==> src/rtl/generate_proof_deadlock_reporter_pkg.sv <==
// Shared types and default widths for the GenerateProof deadlock reporter.
// The report word is {timestamp, axis snapshot, instance snapshot}.
package gp_dbg_pkg;

   localparam int unsigned DEF_THRESHOLD = 16;
   localparam int unsigned DEF_TS_W      = 32;
   localparam int unsigned DEF_AXIS_W    = 8;
   localparam int unsigned DEF_INST_W    = 11;
   localparam int unsigned DEF_EVT_W     = 8;
   localparam int unsigned REPORT_W      = DEF_TS_W + DEF_AXIS_W + DEF_INST_W;

   typedef enum logic [1:0] {
      ST_IDLE   = 2'd0,
      ST_COUNT  = 2'd1,
      ST_REPORT = 2'd2,
      ST_HOLD   = 2'd3
   } state_e;

   function automatic int unsigned report_width(input int unsigned ts_w,
                                                input int unsigned axis_w,
                                                input int unsigned inst_w);
      return ts_w + axis_w + inst_w;
   endfunction

endpackage

==> src/rtl/generate_proof_deadlock_reporter_if.sv <==
// Valid/ready report channel from the deadlock reporter to the debug sink.
interface generate_proof_deadlock_reporter_if #(
   parameter int unsigned DATA_W = gp_dbg_pkg::REPORT_W
) ();

   logic              valid;
   logic              ready;
   logic [DATA_W-1:0] data;

   modport master (output valid, output data, input ready);
   modport slave  (input valid, input data, output ready);

endinterface

==> src/rtl/generate_proof_deadlock_reporter_persist.sv <==
// Saturating run-length counter of consecutive block=1 samples; hit flags the
// edge on which the run reaches (or sits at) THRESHOLD.
module gp_persist_counter #(
   parameter int unsigned THRESHOLD = gp_dbg_pkg::DEF_THRESHOLD
) (
   input  logic clock,
   input  logic reset,
   input  logic clr,
   input  logic block,
   output logic hit
);

   localparam int unsigned CNT_W = $clog2(THRESHOLD + 1);

   logic [CNT_W-1:0] count;
   logic [CNT_W-1:0] count_inc_c;

   always_comb begin
      count_inc_c = '0;
      if (block) begin
         count_inc_c = (count == CNT_W'(THRESHOLD)) ? count : count + CNT_W'(1);
      end
      hit = block && (count_inc_c == CNT_W'(THRESHOLD));
   end

   always_ff @(posedge clock or posedge reset) begin
      if (reset) begin
         count <= '0;
      end else if (clr) begin
         count <= '0;
      end else begin
         count <= count_inc_c;
      end
   end

endmodule

==> src/rtl/generate_proof_deadlock_reporter.sv <==
// Qualifies the idx0 deadlock monitor's block output by persistence, latches a
// sticky flag and emits one timestamped snapshot report per episode.
module generate_proof_deadlock_reporter
   import gp_dbg_pkg::*;
#(
   parameter int unsigned THRESHOLD = DEF_THRESHOLD,
   parameter int unsigned TS_W      = DEF_TS_W,
   parameter int unsigned AXIS_W    = DEF_AXIS_W,
   parameter int unsigned INST_W    = DEF_INST_W,
   parameter int unsigned EVT_W     = DEF_EVT_W
) (
   input  logic                clock,
   input  logic                reset,
   input  logic                block,
   input  logic [AXIS_W-1:0]   axis_block_sigs,
   input  logic [INST_W-1:0]   inst_block_sigs,
   input  logic                clr,
   generate_proof_deadlock_reporter_if.master report,
   output logic                deadlock_flag,
   output logic [EVT_W-1:0]    event_count
);

   localparam int unsigned REP_W = report_width(TS_W, AXIS_W, INST_W);

   state_e             state;
   state_e             state_next;
   logic               capture_c;
   logic               hit;
   logic               valid;
   logic [REP_W-1:0]   data;
   logic [TS_W-1:0]    timestamp;

   assign report.valid = valid;
   assign report.data  = data;

   gp_persist_counter #(
      .THRESHOLD (THRESHOLD)
   ) u_persist (
      .clock (clock),
      .reset (reset),
      .clr   (clr),
      .block (block),
      .hit   (hit)
   );

   // Free-running timestamp; clr deliberately leaves it alone.
   always_ff @(posedge clock or posedge reset) begin
      if (reset) begin
         timestamp <= '0;
      end else begin
         timestamp <= timestamp + TS_W'(1);
      end
   end

   always_ff @(posedge clock or posedge reset) begin
      if (reset) begin
         state <= ST_IDLE;
      end else begin
         state <= state_next;
      end
   end

   // Next-state logic; clr overrides everything including a coincident hit.
   always_comb begin
      state_next = state;
      capture_c  = 1'b0;
      unique case (state)
         ST_IDLE: begin
            if (block) begin
               state_next = hit ? ST_REPORT : ST_COUNT;
               capture_c  = hit;
            end
         end
         ST_COUNT: begin
            if (!block) begin
               state_next = ST_IDLE;
            end else if (hit) begin
               state_next = ST_REPORT;
               capture_c  = 1'b1;
            end
         end
         ST_REPORT: begin
            if (report.ready) begin
               state_next = block ? ST_HOLD : ST_IDLE;
            end
         end
         ST_HOLD: begin
            if (!block) begin
               state_next = ST_IDLE;
            end
         end
         default: state_next = ST_IDLE;
      endcase
      if (clr) begin
         state_next = ST_IDLE;
         capture_c  = 1'b0;
      end
   end

   // Report word, sticky flag and saturating episode counter.
   always_ff @(posedge clock or posedge reset) begin
      if (reset) begin
         valid         <= 1'b0;
         data          <= '0;
         deadlock_flag <= 1'b0;
         event_count   <= '0;
      end else begin
         valid <= (state_next == ST_REPORT);
         if (capture_c) begin
            data          <= {timestamp, axis_block_sigs, inst_block_sigs};
            deadlock_flag <= 1'b1;
            if (event_count != {EVT_W{1'b1}}) begin
               event_count <= event_count + EVT_W'(1);
            end
         end
         if (clr) begin
            deadlock_flag <= 1'b0;
            event_count   <= '0;
         end
      end
   end

endmodule
==> src/flat_wrapper.sv <==
// flat-port wrapper written by rule: the top's interface ports become plain ports
module generate_proof_deadlock_reporter_flat import gp_dbg_pkg::*;
#(
   parameter int unsigned THRESHOLD = DEF_THRESHOLD,
   parameter int unsigned TS_W      = DEF_TS_W,
   parameter int unsigned AXIS_W    = DEF_AXIS_W,
   parameter int unsigned INST_W    = DEF_INST_W,
   parameter int unsigned EVT_W     = DEF_EVT_W
)
  (clock, reset, block, axis_block_sigs, inst_block_sigs, clr, deadlock_flag, event_count, report_valid, report_data, report_ready);
  generate_proof_deadlock_reporter_if report_i ();
  input  logic clock;
  input  logic reset;
  input  logic block;
  input  logic [AXIS_W-1:0] axis_block_sigs;
  input  logic [INST_W-1:0] inst_block_sigs;
  input  logic clr;
  output logic deadlock_flag;
  output logic [EVT_W-1:0] event_count;
  output wire logic [$bits(report_i.valid)-1:0] report_valid;
  output wire logic [$bits(report_i.data)-1:0] report_data;
  input wire logic [$bits(report_i.ready)-1:0] report_ready;
  assign report_valid = report_i.valid;
  assign report_data = report_i.data;
  assign report_i.ready = report_ready;
  generate_proof_deadlock_reporter #(.THRESHOLD(THRESHOLD), .TS_W(TS_W), .AXIS_W(AXIS_W), .INST_W(INST_W), .EVT_W(EVT_W)) u_core (.clock(clock), .reset(reset), .block(block), .axis_block_sigs(axis_block_sigs), .inst_block_sigs(inst_block_sigs), .clr(clr), .report(report_i), .deadlock_flag(deadlock_flag), .event_count(event_count));
endmodule
==> config.mk <==
export PLATFORM = sky130hd
export DESIGN_NAME = generate_proof_deadlock_reporter_flat
export DESIGN_NICKNAME = d
export VERILOG_FILES = /design/src/rtl/generate_proof_deadlock_reporter_pkg.sv /design/src/rtl/generate_proof_deadlock_reporter_if.sv /design/src/rtl/generate_proof_deadlock_reporter_persist.sv /design/src/rtl/generate_proof_deadlock_reporter.sv /design/src/flat_wrapper.sv
export SDC_FILE = /design/constraint.sdc
export NUM_CORES = 1
export LEC_CHECK = 0
export ABC_AREA = 1
export BUFFER_PORTS_ARGS = -buffer_cell sky130_fd_sc_hd__buf_4
export CORE_MARGIN = 4
export CORE_UTILIZATION = 59
export CTS_CLUSTER_SIZE = 28
export DETAILED_ROUTE_END_ITERATION = 12
export HOLD_SLACK_MARGIN = 0.15
export MAX_ROUTING_LAYER = met4
export PLACE_DENSITY = 0.84
export SYNTH_ARGS = -nofsm -noshare
export SYNTH_HDL_FRONTEND = slang
export SYNTH_SLANG_ARGS = --single-unit
==> constraint.sdc <==
create_clock -name clock -period 7.9 [get_ports clock]
set_input_delay 1.975 -clock clock [delete_from_list [all_inputs] [get_ports clock]]
set_output_delay 1.975 -clock clock [all_outputs]
set_load 0.01 [all_outputs]
## Word-level counts from Yosys, hierarchy flattened

Cells that the tools add are included.

- Register bits after elaboration: 100
- Bits of input ports: 24
- Output and inout bits: 61
- Word-level logic and storage cells: 44

- $add $sub $neg: 3
- Equal/unequal tests: 7
- Multiplexer cells: 22
- Reductions and logical operators: 5

Operator list:

| cell | count |
|---|---|
| $add 32x1->32 const B | 1 |
| $mux 8 | 3 |
| $mux 2 | 8 |
| $mux 5 | 3 |
| $eq 5x5->1 const B | 2 |
| $add 8x1->8 const B | 1 |
| $ne 8x8->1 const B | 1 |
| $pmux 2 s4 | 1 |
| $eq 2x2->1 const B | 3 |
| $mux 1 | 6 |
| $add 5x1->5 const B | 1 |
| $reduce_bool 2->1 | 2 |
| $eq 2x1->1 const B | 1 |
| $logic_not 2->1 | 1 |
| $pmux 1 s2 | 1 |
| $reduce_and 2->1 | 1 |
| $logic_and 1x1->1 | 1 |

## Longest topological paths before layout

- Word-level depth: 11
- Depth in mapped cells: 15
- Depth with buffers taken out: 14

## Cells and area by module

From an unflattened synthesis, not the netlist that was laid out.

- Cells, all modules: 563
- Area total of the unflattened synthesis: 4645.7 µm²

By module, submodules not included:

| module | times used | cells each | area an instance (µm²) | seq. area each (µm²) |
|---|---|---|---|---|
| generate_proof_deadlock_reporter | 1 | 520 | 4327.9 | 2377.3 |
| gp_persist_counter | 1 | 43 | 317.8 | 125.1 |

## Least setup slack after synthesis

Ideal clock, no wire load.

- Path kind: in2reg
- From: input clr
- To: register u_core.event_count[0]
- Library setup time: 0.066 ns
- Data arrival time: 2.922 ns
- Required time: 7.834 ns
- Slack: 4.912 ns
- Stages on the path: 6
- Buffers on the path: 1
- Cell sequence: clkbuf_1 -> inv_2 -> nand4_1 -> nand2_1 -> nand2_1 -> nand2_1

- Cells in the longest elaborated chain, start to end: 3
- Elaborated cells on any way between the ends: 5
- Classes of those cells: mux (2); reduce/logical (3)

Ends and longest elaborated chain:

| element | RTL line | RTL |
|---|---|---|
| from (decl) | flat_wrapper.sv:17 | `input logic clr;` |
| $mux 1 | generate_proof_deadlock_reporter.sv:94 | `if (clr) begin` |
| $reduce_bool 2->1 (no line) | - |  |
| $reduce_and 2->1 (no line) | - |  |
| to (signal assigned) | generate_proof_deadlock_reporter.sv:113 | `event_count <= event_count + EVT_W'(1);` |
| to (decl) | generate_proof_deadlock_reporter.sv:20 | `output logic [EVT_W-1:0] event_count` |

Several ways; a longest one is shown, not always the timed one.
A chain may end at the register's enable or synchronous reset.

## Final worst setup path

- From: input clr
- To: register u_core.data[23] (netlist: u_core.report.data[23])

- Cells in the longest elaborated chain, start to end: 1

Ends and longest elaborated chain:

| element | RTL line | RTL |
|---|---|---|
| $mux 1 | generate_proof_deadlock_reporter.sv:94 |  |
| to (signal assigned) | generate_proof_deadlock_reporter.sv:110 | `data <= {timestamp, axis_block_sigs, inst_block_sigs};` |
| to (decl) | generate_proof_deadlock_reporter.sv:30 | `logic [REP_W-1:0] data;` |

No other way between the ends.

==> results.cfg <==
[sta]
rsz0062_at_grt = no
clock_skew_ns = 0.0154
finalHoldViolations = 0
slew_headroom_pct = 36.2
finalSetupViolations = 0
slew_violations = 0
setup_tns_ns = 0
clock.fmax_ghz = 0.251
min_period_ns = 3.99
worst_pin_slew_ns = 0.955
holdWs_ns = 0.482
layout_worst_path_cycle_share_pct = 50.5

[floorplanning]
dieArea_um2 = 9140
core_um2 = 7370
initial_core_util_pct = 61.4
fp.dieW_um = 95.6
die_y_um = 95.6
io_pins = 85
rows = 31

[placement]
dpl.hpwl_mm = 7.09
gp_congestion = 0.927
port_buffers = 84
placement.cell_area_um2 = 5160

[yosys]
synth_adder_area_share_pct = 1.11
synth_edf_count = 0
synthCells = 511
synth.distinct_cells = 24
synth_mux_area_share_pct = 0
synth_simple_gate_area_share_pct = 31.2
yosysSeqAreaShare_pct = 55.3
synth_async_sr_flop_share_pct = 100
synth_fp_nets = 539
ys_warn_count = 0
ys_seq_elements = 100
synth_top_family_by_area = simple AND/OR/NAND/NOR gates
synth_compound_area_share_pct = 0.387
synth.cell_area_um2 = 4530
synth_xor_area_share_pct = 6.77
synthFlopType = dfrtp_1
synth.avg_cell_area_um2 = 8.86

[run_status]
outcome = finished, final reports clean

[route]
antenna_left = 0
num_vias = 3688
vias_per_cell = 5.32
drt_iter0_drc = 292
drt_first_pass_iters = 4
drc = 0
wire_per_inst_um = 14.6
wl_mm = 10.1

[global_routing]
grt_pass1_wl_mm = 16.8
grt_max_degree = 63
track_usage_pct = 24.4
grt_pass1_vias = 3498
grt_antenna_before_repair = 0
overflow = 0

[finish]
area_growth_pct = 18.2
diodes = 0
final_common_cell = nand2_1
final_cell_mix = 172 x nand2_1, 100 x dfrtp_1, 85 x buf_4
drive_gt1_share_pct = 18.5
design_area_um2 = 5350
nets = 617

[critical_path]
arrival_ns = 4.29
timing_worst_setup_path_type = in -> reg
cp_max_fo = 62
start_kind = primary input
critPathCaptureType = register
cp.required_ns = 8.20

[power_and_ir_drop]
power.leakage_uw = 0.00285
power_density_nw_per_um2 = 177
ir_worst_vdd_v = 0.0000785

[clock_tree]
clock-root-buffer = clkbuf_8
h-tree-depth = 3
clk_latency_ns = 0.37
postCtsSetupBuffers = 0
postCtsHoldBufs = 0
cts_buffer_depth = 2
path_clk_slew_ns = 0.10
cts_tree = yes
cts_sinks = 100
post_cts.resized_instances = 0
numCtsBuffers = 9

[job]
maxCapViolCount = 0

[min_path]
min_path_type = reg -> reg
## critical path: stages
cell	delay (ns)
buf_4	0.17
inv_2	0.70
nand2_4	0.57
nand2_4	0.62
nand2_1	0.12
nand2_1	0.09
## path summary, 6_finish.rpt
kind                                           start                      to  slack, ns  cells after the start
max                                              clr  u_core.report.data[23]       3.91                      6
min                           u_core.report.data[43]  u_core.report.data[43]       0.48                      2
max reg2reg                u_core.u_persist.count[0]  u_core.report.data[23]       5.22                     13
min reg2reg                   u_core.report.data[43]  u_core.report.data[43]       0.48                      2
max in group asynchronous                      reset    u_core.timestamp[14]       5.15                      3
min in group asynchronous                      reset  u_core.report.data[10]       1.64                      2
## where the power goes
group	internal, uW	switching [uW]	total [uW]
Clock	123	191	314
Combinational	38.8	54.7	93.5
Sequential	529	12.2	541
## layer usage
layer  part of all wire [%]  global-route usage (%)  vias up
met1                     46                    33.8     1761
met4                    1.3                    7.58        0
met5                      0                       -        -
met2                     47                    37.5      119
met3                    5.9                    3.87       12
li1                       -                       -     1796
## registers in the layout (all words and copies together), names as in the netlist
signal and count:
u_core.report.data 51, u_core.u_persist.count 5, u_core.deadlock_flag 1, u_core.event_count 8
u_core.report.valid 1, u_core.state 2, u_core.timestamp 32
## stage by stage
step,cells,utilization [%],setup WS (ns),power (uW)
CTS,693,72.6,3.93,956
detailed placement,677,70.1,3.55,646
global placement,677,70.1,3.67,641
floorplan,511,-,3.31,601
finish,693,72.6,3.91,949
global route,693,72.6,3.63,993
## synthesized netlist by cell type (3+ instances only)
cell type | n | area (um2)
nand2_1 | 172 | 646
dfrtp_1 | 100 | 2500
nand3_1 | 73 | 365
nor2_1 | 37 | 139
inv_1 | 28 | 105
xor2_1 | 20 | 175
nor3_1 | 15 | 75.1
xnor2_1 | 15 | 131
nand4_1 | 12 | 75.1
clkbuf_1 | 7 | 26.3
buf_4 | 6 | 45.0
buf_6 | 5 | 56.3
ha_1 | 4 | 50.1
nor4_1 | 3 | 18.8
## cell families after synthesis
logic type                 after synthesis
adders and majority gates                4
buffers and inverters                   47
DFF                                    100
and+or+nand+nor                        322
AOI/OAI and AO/OA                        3
xor gates and xnor gates                35
## cell type report
cell class / instances / area [um2]
inverters: 29 / 111
repair buffers: 85 / 638
well taps: 99 / 124
clock inverters: 7 / 65.1
flip-flops and latches: 100 / 2500
multi-input cells: 364 / 1790
clock buffers: 9 / 124
fillers: 562 / 2020
(Power assumes the default switching activity.)
